$ cat config.mk
export PLATFORM = sky130hd
export DESIGN_NAME = ns_1hot2bin_pipe
export DESIGN_NICKNAME = d
export VERILOG_FILES = /design/src/rtl/ns_1hot2bin_pipe.sv
export SDC_FILE = /design/constraint.sdc
export NUM_CORES = 1
export LEC_CHECK = 0
export CORE_ASPECT_RATIO = 0.9
export CORE_MARGIN = 3
export CORE_UTILIZATION = 35
export CTS_BUF_LIST = sky130_fd_sc_hd__clkbuf_8
export CTS_CLUSTER_DIAMETER = 80
export DETAILED_ROUTE_END_ITERATION = 12
export PLACE_DENSITY = 0.7
export SLEW_MARGIN = 0
export SYNTH_ARGS = -nofsm -noshare
export SYNTH_HDL_FRONTEND = slang
export SYNTH_SLANG_ARGS = --single-unit
$ cat constraint.sdc
create_clock -name clk -period 1.65 [get_ports clk]
set_input_delay 0.33 -clock clk [delete_from_list [all_inputs] [get_ports clk]]
set_output_delay 0.33 -clock clk [all_outputs]
set_load 0.02 [all_outputs]
$ cat src/rtl/ns_1hot2bin_pipe.sv
`default_nettype none
// ============================================================================
// Module      : ns_1hot2bin_pipe
// Description : Registered one-hot to binary encoder with valid/ready on both
//               sides, a 2-entry output buffer and a saturating counter of
//               illegal codes. Define NS_1HOT2BIN_PRIORITY_EN to encode
//               multi-hot inputs as their lowest set bit.
// Revision    : 1.0 - initial release
// ============================================================================
module ns_1hot2bin_pipe #(
  parameter int ONE_HOT_WIDTH = 8,
  parameter int ERR_CNT_WIDTH = 8
) (
  input  logic                             clk,
  input  logic                             rst_n,
  input  logic                             in_valid,
  output logic                             in_ready,
  input  logic [ONE_HOT_WIDTH-1:0]         one_hot_code,
  output logic                             out_valid,
  input  logic                             out_ready,
  output logic [$clog2(ONE_HOT_WIDTH)-1:0] bin_code,
  output logic                             out_err,
  output logic [ERR_CNT_WIDTH-1:0]         err_cnt,
  input  logic                             err_cnt_clr
);

  localparam int BIN_WIDTH = $clog2(ONE_HOT_WIDTH);
  localparam int ENTRY_W   = BIN_WIDTH + 1;
  localparam logic [ONE_HOT_WIDTH-1:0] c_one = ONE_HOT_WIDTH'(1);

  logic [BIN_WIDTH-1:0] low_idx;
  logic [BIN_WIDTH-1:0] enc_bin;
  logic                 enc_err;
  logic                 is_zero;
`ifndef NS_1HOT2BIN_PRIORITY_EN
  logic                 is_single;
`endif

  // Entries are {bin, err}; head_q always drives the outputs.
  logic [ENTRY_W-1:0]       head_q, head_d;
  logic [ENTRY_W-1:0]       tail_q, tail_d;
  logic [1:0]               count_q, count_d;
  logic                     in_ready_q, in_ready_d;
  logic [ERR_CNT_WIDTH-1:0] err_cnt_q, err_cnt_d;
  logic                     push;
  logic                     pop;

  always_comb begin
    low_idx = '0;
    for (int i = ONE_HOT_WIDTH - 1; i >= 0; i--) begin
      if (one_hot_code[i]) begin
        low_idx = BIN_WIDTH'(i);
      end
    end
    is_zero = (one_hot_code == '0);
`ifdef NS_1HOT2BIN_PRIORITY_EN
    enc_bin = low_idx;
    enc_err = is_zero;
`else
    // Clearing the lowest set bit leaves zero only for a single-bit vector.
    is_single = !is_zero && ((one_hot_code & (one_hot_code - c_one)) == '0);
    enc_bin   = is_single ? low_idx : '0;
    enc_err   = !is_single;
`endif
  end

  always_comb begin
    push       = in_valid && in_ready_q;
    pop        = (count_q != 2'd0) && out_ready;
    head_d     = head_q;
    tail_d     = tail_q;
    count_d    = count_q + {1'b0, push} - {1'b0, pop};
    in_ready_d = (count_d != 2'd2);
    err_cnt_d  = err_cnt_q;

    // A lone popped entry stays in head_q so the outputs hold when empty.
    case (count_q)
      2'd0: if (push) head_d = {enc_bin, enc_err};
      2'd1: begin
        if (push && pop) begin
          head_d = {enc_bin, enc_err};
        end else if (push) begin
          tail_d = {enc_bin, enc_err};
        end
      end
      default: if (pop) head_d = tail_q;
    endcase

    if (err_cnt_clr) begin
      err_cnt_d = '0;
    end else if (push && enc_err && (err_cnt_q != {ERR_CNT_WIDTH{1'b1}})) begin
      err_cnt_d = err_cnt_q + ERR_CNT_WIDTH'(1);
    end
  end

  always_ff @(posedge clk or negedge rst_n) begin
    if (!rst_n) begin
      head_q     <= '0;
      tail_q     <= '0;
      count_q    <= 2'd0;
      in_ready_q <= 1'b0;
      err_cnt_q  <= '0;
    end else begin
      head_q     <= head_d;
      tail_q     <= tail_d;
      count_q    <= count_d;
      in_ready_q <= in_ready_d;
      err_cnt_q  <= err_cnt_d;
    end
  end

  assign in_ready  = in_ready_q;
  assign out_valid = (count_q != 2'd0);
  assign bin_code  = head_q[ENTRY_W-1:1];
  assign out_err   = head_q[0];
  assign err_cnt   = err_cnt_q;

endmodule
`default_nettype wire

==> results.cfg, run 1 <==
[outcome]
status = finished with violations
failed_checks = setup timing

[cells_and_area]
area_growth_pct = 65.88
n_antenna_cell = 0
drive_above_1_share_pct = 37.24
final_nets = 215
stdcell_count = 238

[synthesis]
synth_top_area_cell = dfrtp_1
yosysMostFrequentCell = dfrtp_1
synth_area_leaders = dfrtp_1, ha_1, nand2_1, o21ai_0, a21oi_1
yosysWarningCount = 0
seq_area_frac_synth_pct = 40.77
synth-seq-cells = 19
async_flop_share_pct = 100.0
netlist_area_um2 = 1166
synth_flop_cell = dfrtp_1
synth_top_area_share_pct = 40.77
syn_inst = 130
syn_area_per_cell_um2 = 8.970
yosysUniqueCellTypes = 37
synth_edf_count = 0
syn_nets = 148
synth_common_cells = dfrtp_1, nand2_1, o21ai_0

[clocking]
cts.htree.levels = 1
clk-insertion-delay-late_ns = 0.25
clock_sinks = 19
cts_buffers = 3
cts.clk_slew.worst_paths_ns = 0.07
ctsHoldBuffers = 0
cts_max_path_buffers = 2
cts_tree = built
cts_root_buffer = clkbuf_8

[sta]
fmax_ghz = 0.5152
setup_ws_ns = -0.2909
rsz0062_at_grt = true
min_period_ns = 1.941
worst_pin_slew_ns = 0.6089
setup_viol = 14
period_share_pct = 117.6
hold_violations = 0
fin_setup_tns_ns = -2.163
slew_headroom_pct = 58.98
maxSlewViolCount = 0
finClkSkew_ns = 0.002969

[critical_path]
critPathSlowestCell = or4_4
reg2reg_from = err_cnt[0]
timing.critical_path.mode_cell = buf_6
reg2regPathDepth = 6
cp.arrival_ns = 2.11
crit_fanout = 7
cp-endpoint = head_q[2]
rr_endpoint = err_cnt[5]
crit_chain = buf_6 > or4_4 > a221o_1 > a22oi_2 > buf_6 > buf_6 > nand3b_1 > a31oi_1
startpoint = one_hot_code[5]
critPathLaunchType = input port
rrSetupSlack_ns = -0.07
max_stage_delay_ns = 0.52
critPathCaptureType = flop
critPathKind = input port to flop
critical_path_required_ns = 1.82

[detailed_routing]
drt-initial-drc-count = 41
ant_nets = 0
drc = 0
avgViaCountPerCell = 5.067
post_drt_wl_per_cell_um = 13.31
firstDrtPassIters = 4
wirelength_um = 3168
vias = 1206

[min_path]
hp-class = input port to asynchronous set/reset pin

[grt]
grt_max_degree = 20
track_usage_pct = 16.24
grt.overflow.total = 0
antenna_found_initial = 0
grt_pass1_vias = 1158
grt_pass1_wl_um = 5057

[floorplanning]
die_w_um = 66.85
rows = 19
core_area_um2 = 3114
dieArea_um2 = 4062
pin_count = 27
initial_core_util_pct = 37.44
fp.dieH_um = 60.76

[placement]
port_buffers = 26
post-place-ws_ns = -0.9512
place.detailed.hpwl_um = 2290
dp.cells = 230
place_congestion = 0.8209

[power_and_ir_drop]
power_mw = 2.122
peakVddDrop_uv = 523.2
p_leak_nw = 0.9153
power.density_nw_per_um2 = 1097

[flow_run]
drv_cap = 0
## power breakdown
group	switching [mW]	internal, mW
Sequential	0.0635	0.581
Clock	0.154	0.168
Combinational	0.553	0.602
Total	0.770	1.35
## layer usage
metal	vias to the layer above	share of wire, %	global-route usage, %
li1	607	-	-
met4	0	0.88	5.217
met5	-	0	0
met2	21	50	28.95
met1	576	46	20.32
met3	2	2.8	2.407
## registers in the layout, indices dropped and copies added (netlist names)
name / count
count_q: 2
err_cnt: 8
head_q: 4
in_ready: 1
tail_q: 4
## layout make-up
| type | count | area, µm² |
|---|---|---|
| fill | 262 | 1180 |
| multi-input combinational | 100 | 767.0 |
| timing repair buffer | 66 | 566.8 |
| sequential | 19 | 475.5 |
| tap | 42 | 52.55 |
| clock buffer | 3 | 41.29 |
| inverter | 7 | 26.28 |
| clock inverter | 1 | 5.005 |
## how the worst min path moves through the flow
stage	startpoint	to	slack, ns	cells after the start
after global placement	tail_q[1]	tail_q[1]	0.46	2
final	rst_n	err_cnt[4]	0.40	2
after floorplan	rst_n	count_q[0]	0.03	0
after detailed placement	tail_q[1]	tail_q[1]	0.47	2
after global routing	rst_n	err_cnt[3]	0.43	2
after CTS	rst_n	err_cnt[4]	0.40	2
## through the flow
step | util, % | cell area [µm²] | hold slack (ns)
after detailed placement | 56.61 | 1763 | 0.4730
after CTS | 59.30 | 1847 | 0.3988
after global placement | 56.61 | 1763 | 0.4601
final | 62.11 | 1934 | 0.4024
after floorplan | - | 1224 | 0.03441
after global routing | 62.11 | 1934 | 0.4265
## critical path: cells and delay by family
family | cells | cell delay (ns)
buf+inv | 3 | 0.37
compound gates | 3 | 0.78
simple gates | 2 | 0.61
## repair_timing
item,in CTS,in global routing
pin swaps,8,13
endpoints found under the setup margin,26,18
buffers inserted,3,1
gates resized for setup,32,19
## logic make-up after synthesis
family                   synth area share [%]
XOR/XNOR                                2.254
adder cells (fa/ha/maj)                 5.365
AO/OA/AOI/OAI                           18.78
flip-flops                              40.77
multiplexers                            2.253
AND/OR/NAND/NOR                         25.43
buffers and inverters                   5.150
## placed cells by master, fill, tap and decap left out, drive strengths merged, types with 4 or more instances in the layout
cell,netlist,layout
buf,2,43
or3,4,4
nand2,16,16
clkbuf,2,4
dlymetal6s2s,0,4
dlygate4sd2,0,9
a21oi,8,8
dfrtp,19,19
clkdlybuf4s50,0,9
nor2,9,9
ha,5,5
inv,7,7
o21ai,10,10
nand3,7,7
(Power assumes the default switching activity.)
==> run 2: changes to the inputs <==
--- a/config.mk
+++ b/config.mk
@@ -12,6 +12,7 @@
 export CTS_CLUSTER_DIAMETER = 80
 export DETAILED_ROUTE_END_ITERATION = 12
 export PLACE_DENSITY = 0.7
+export REMOVE_ABC_BUFFERS = 1
 export SLEW_MARGIN = 0
 export SYNTH_ARGS = -nofsm -noshare
 export SYNTH_HDL_FRONTEND = slang
==> run 2 against run 1 <==
The flow still finishes with violations (setup timing). Fmax increased by 4.3%. Final area decreased by 0.65%. Die area unchanged. Register-to-register slack got worse by 0.05 ns. Sequential cell count unchanged. Non-clock buffer count decreased by 5. Via count decreased by 1.2%. Critical path depth decreased by 1. Critical path type unchanged. Critical endpoint is now err_cnt[6]. Largest cell class unchanged. Largest power group unchanged.
==> results.cfg, run 2 (synthesis results as in run 1) <==
[detailed_routing]
avgViaCountPerCell = 5.116
firstDrtPassIters = 4
ant_nets = 0
drc = 0
vias = 1192
wirelength_um = 3469
post_drt_wl_per_cell_um = 14.89
drt-initial-drc-count = 59

[cells_and_area]
num-fill-cells = 259
area_growth_pct = 64.81
final_nets = 210
final_area_um2 = 1922
final_common_cell = buf_4
n_antenna_cell = 0
drive_above_1_share_pct = 40.84
layout_common_cells = buf_4, dfrtp_1, dlygate4sd2_1
largest_reg_flops = 8

[floorplanning]
die_w_um = 66.85
initial_core_util_pct = 37.44
fp.dieH_um = 60.76
core_area_um2 = 3114
pin_count = 27
rows = 19
dieArea_um2 = 4062

[grt]
grt_pass1_wl_um = 5382
antenna_found_initial = 0
busiest_layer = met2
grt_pass1_vias = 1184
grt.overflow.total = 0
met2_usage_pct = 31.78
grt_max_degree = 20
gr-usage-met3_pct = 2.222
grt_util_met1_pct = 21.64
track_usage_pct = 17.44

[clocking]
cts.htree.levels = 1
clk-insertion-delay-late_ns = 0.26
clock_sinks = 19
cts.clk_slew.worst_paths_ns = 0.08
cts_max_path_buffers = 2
cts_buffers = 3
cts_root_buffer = clkbuf_8
cts_tree = built

[sta]
worst_pin_slew_ns = 0.5129
fin_setup_tns_ns = -1.838
rsz0062_at_grt = true
hold_violations = 0
setup_viol = 14
min_period_ns = 1.860
finClkSkew_ns = 0.004482
fmax_ghz = 0.5375
setup_ws_ns = -0.2104
holdWs_ns = 0.3977
maxSlewViolCount = 0
slew_headroom_pct = 65.44
period_share_pct = 112.8

[flow_run]
drv_cap = 0

[critical_path]
critPathKind = input port to flop
critPathCaptureType = flop
critPathLaunchType = input port
critical_path_required_ns = 1.80
cp.arrival_ns = 2.01
crit_fanout = 5

[power_and_ir_drop]
power.density_nw_per_um2 = 1118
combPwrFrac_pct = 54.0
peakVddDrop_uv = 443.2
pwr-share-seq_pct = 29.8
clock_power_share_pct = 16.1
power_mw = 2.149
switchingPower_uw = 818.1
switching_share_pct = 38.06
internal_power_mw = 1.331
p_leak_nw = 0.8706

[placement]
place_congestion = 0.8106
dpl-instance-area_um2 = 1663
place.detailed.hpwl_um = 2419
port_buffers = 26

[min_path]
hp-class = input port to asynchronous set/reset pin

[outcome]
failed_checks = setup timing
status = finished with violations
==> run 2: changes by cell type in the layout (fill, tap and decap cells not counted), moves of 2 or more <==
| cell | delta |
|---|---|
| o21ai_1 | -2 |
| ha_1 | -2 |
| dlygate4sd2_1 | +5 |
| clkdlybuf4s50_1 | -2 |
| buf_4 | -7 |
| dlymetal6s2s_1 | -3 |
| o21ai_2 | +2 |
==> run 2: cell type report <==
type | instances | area (µm²) | area share [%]
timing repair buffer | 61 | 516.7 | 26.89
clock buffer | 3 | 41.29 | 2.148
inverter | 7 | 28.78 | 1.497
multi-input combinational | 100 | 799.5 | 41.60
clock inverter | 1 | 7.507 | 0.3906
tap | 42 | 52.55 | 2.734
sequential | 19 | 475.5 | 24.74
==> run 2: power by group through the flow <==
| stage | registers (mW) | logic [mW] | clock network [mW] |
|---|---|---|---|
| final | 0.641 | 1.16 | 0.346 |
| after global routing | 0.655 | 1.26 | 0.364 |
| after CTS | 0.641 | 1.01 | 0.345 |
| after detailed placement | 0.648 | 0.908 | 0 |
| after global placement | 0.643 | 0.860 | 0 |
| after floorplan | 0.755 | 0.353 | 0 |
==> run 2: final timing paths <==
check,from,to,slack (ns),depth (start not counted)
min reg2reg,tail_q[3],tail_q[3],0.49,2
min,rst_n,err_cnt[3],0.40,2
max reg2reg,err_cnt[0],err_cnt[5],-0.12,6
max,one_hot_code[5],err_cnt[6],-0.21,7
max in group asynchronous,rst_n,err_cnt[1],1.04,2
min in group clk,tail_q[3],tail_q[3],0.49,2
==> run 2: through the flow <==
| stage | utilization (%) | setup WS (ns) | cells |
|---|---|---|---|
| floorplan | - | -0.6803 | 126 |
| global placement | 53.39 | -0.8760 | 223 |
| detailed placement | 53.39 | -0.9033 | 223 |
| CTS | 57.89 | -0.2239 | 231 |
| global route | 61.71 | -0.2469 | 233 |
| finish | 61.71 | -0.2104 | 233 |
==> run 2: worst max-delay path: stages <==
cell,delay [ns]
buf_6,0.09
or4_4,0.52
a221o_1,0.36
a22oi_2,0.18
buf_6,0.15
nor4_2,0.05
mux2_1,0.33
==> run 2: routing by layer <==
| metal | share of wire, % | routed length, µm | vias up |
|---|---|---|---|
| met4 | 1.3 | 44 | 0 |
| met2 | 53 | 1852 | 20 |
| met3 | 2.7 | 93 | 5 |
| met5 | 0 | 0 | - |
| met1 | 43 | 1479 | 579 |
| li1 | - | - | 588 |
==> run 2: what timing repair did <==
action,4_1_cts,5_1_grt
setup buffers,4,2
setup endpoints to repair,26,18
pin swaps,24,14
hold buffers,0,0
gates resized for setup,53,27
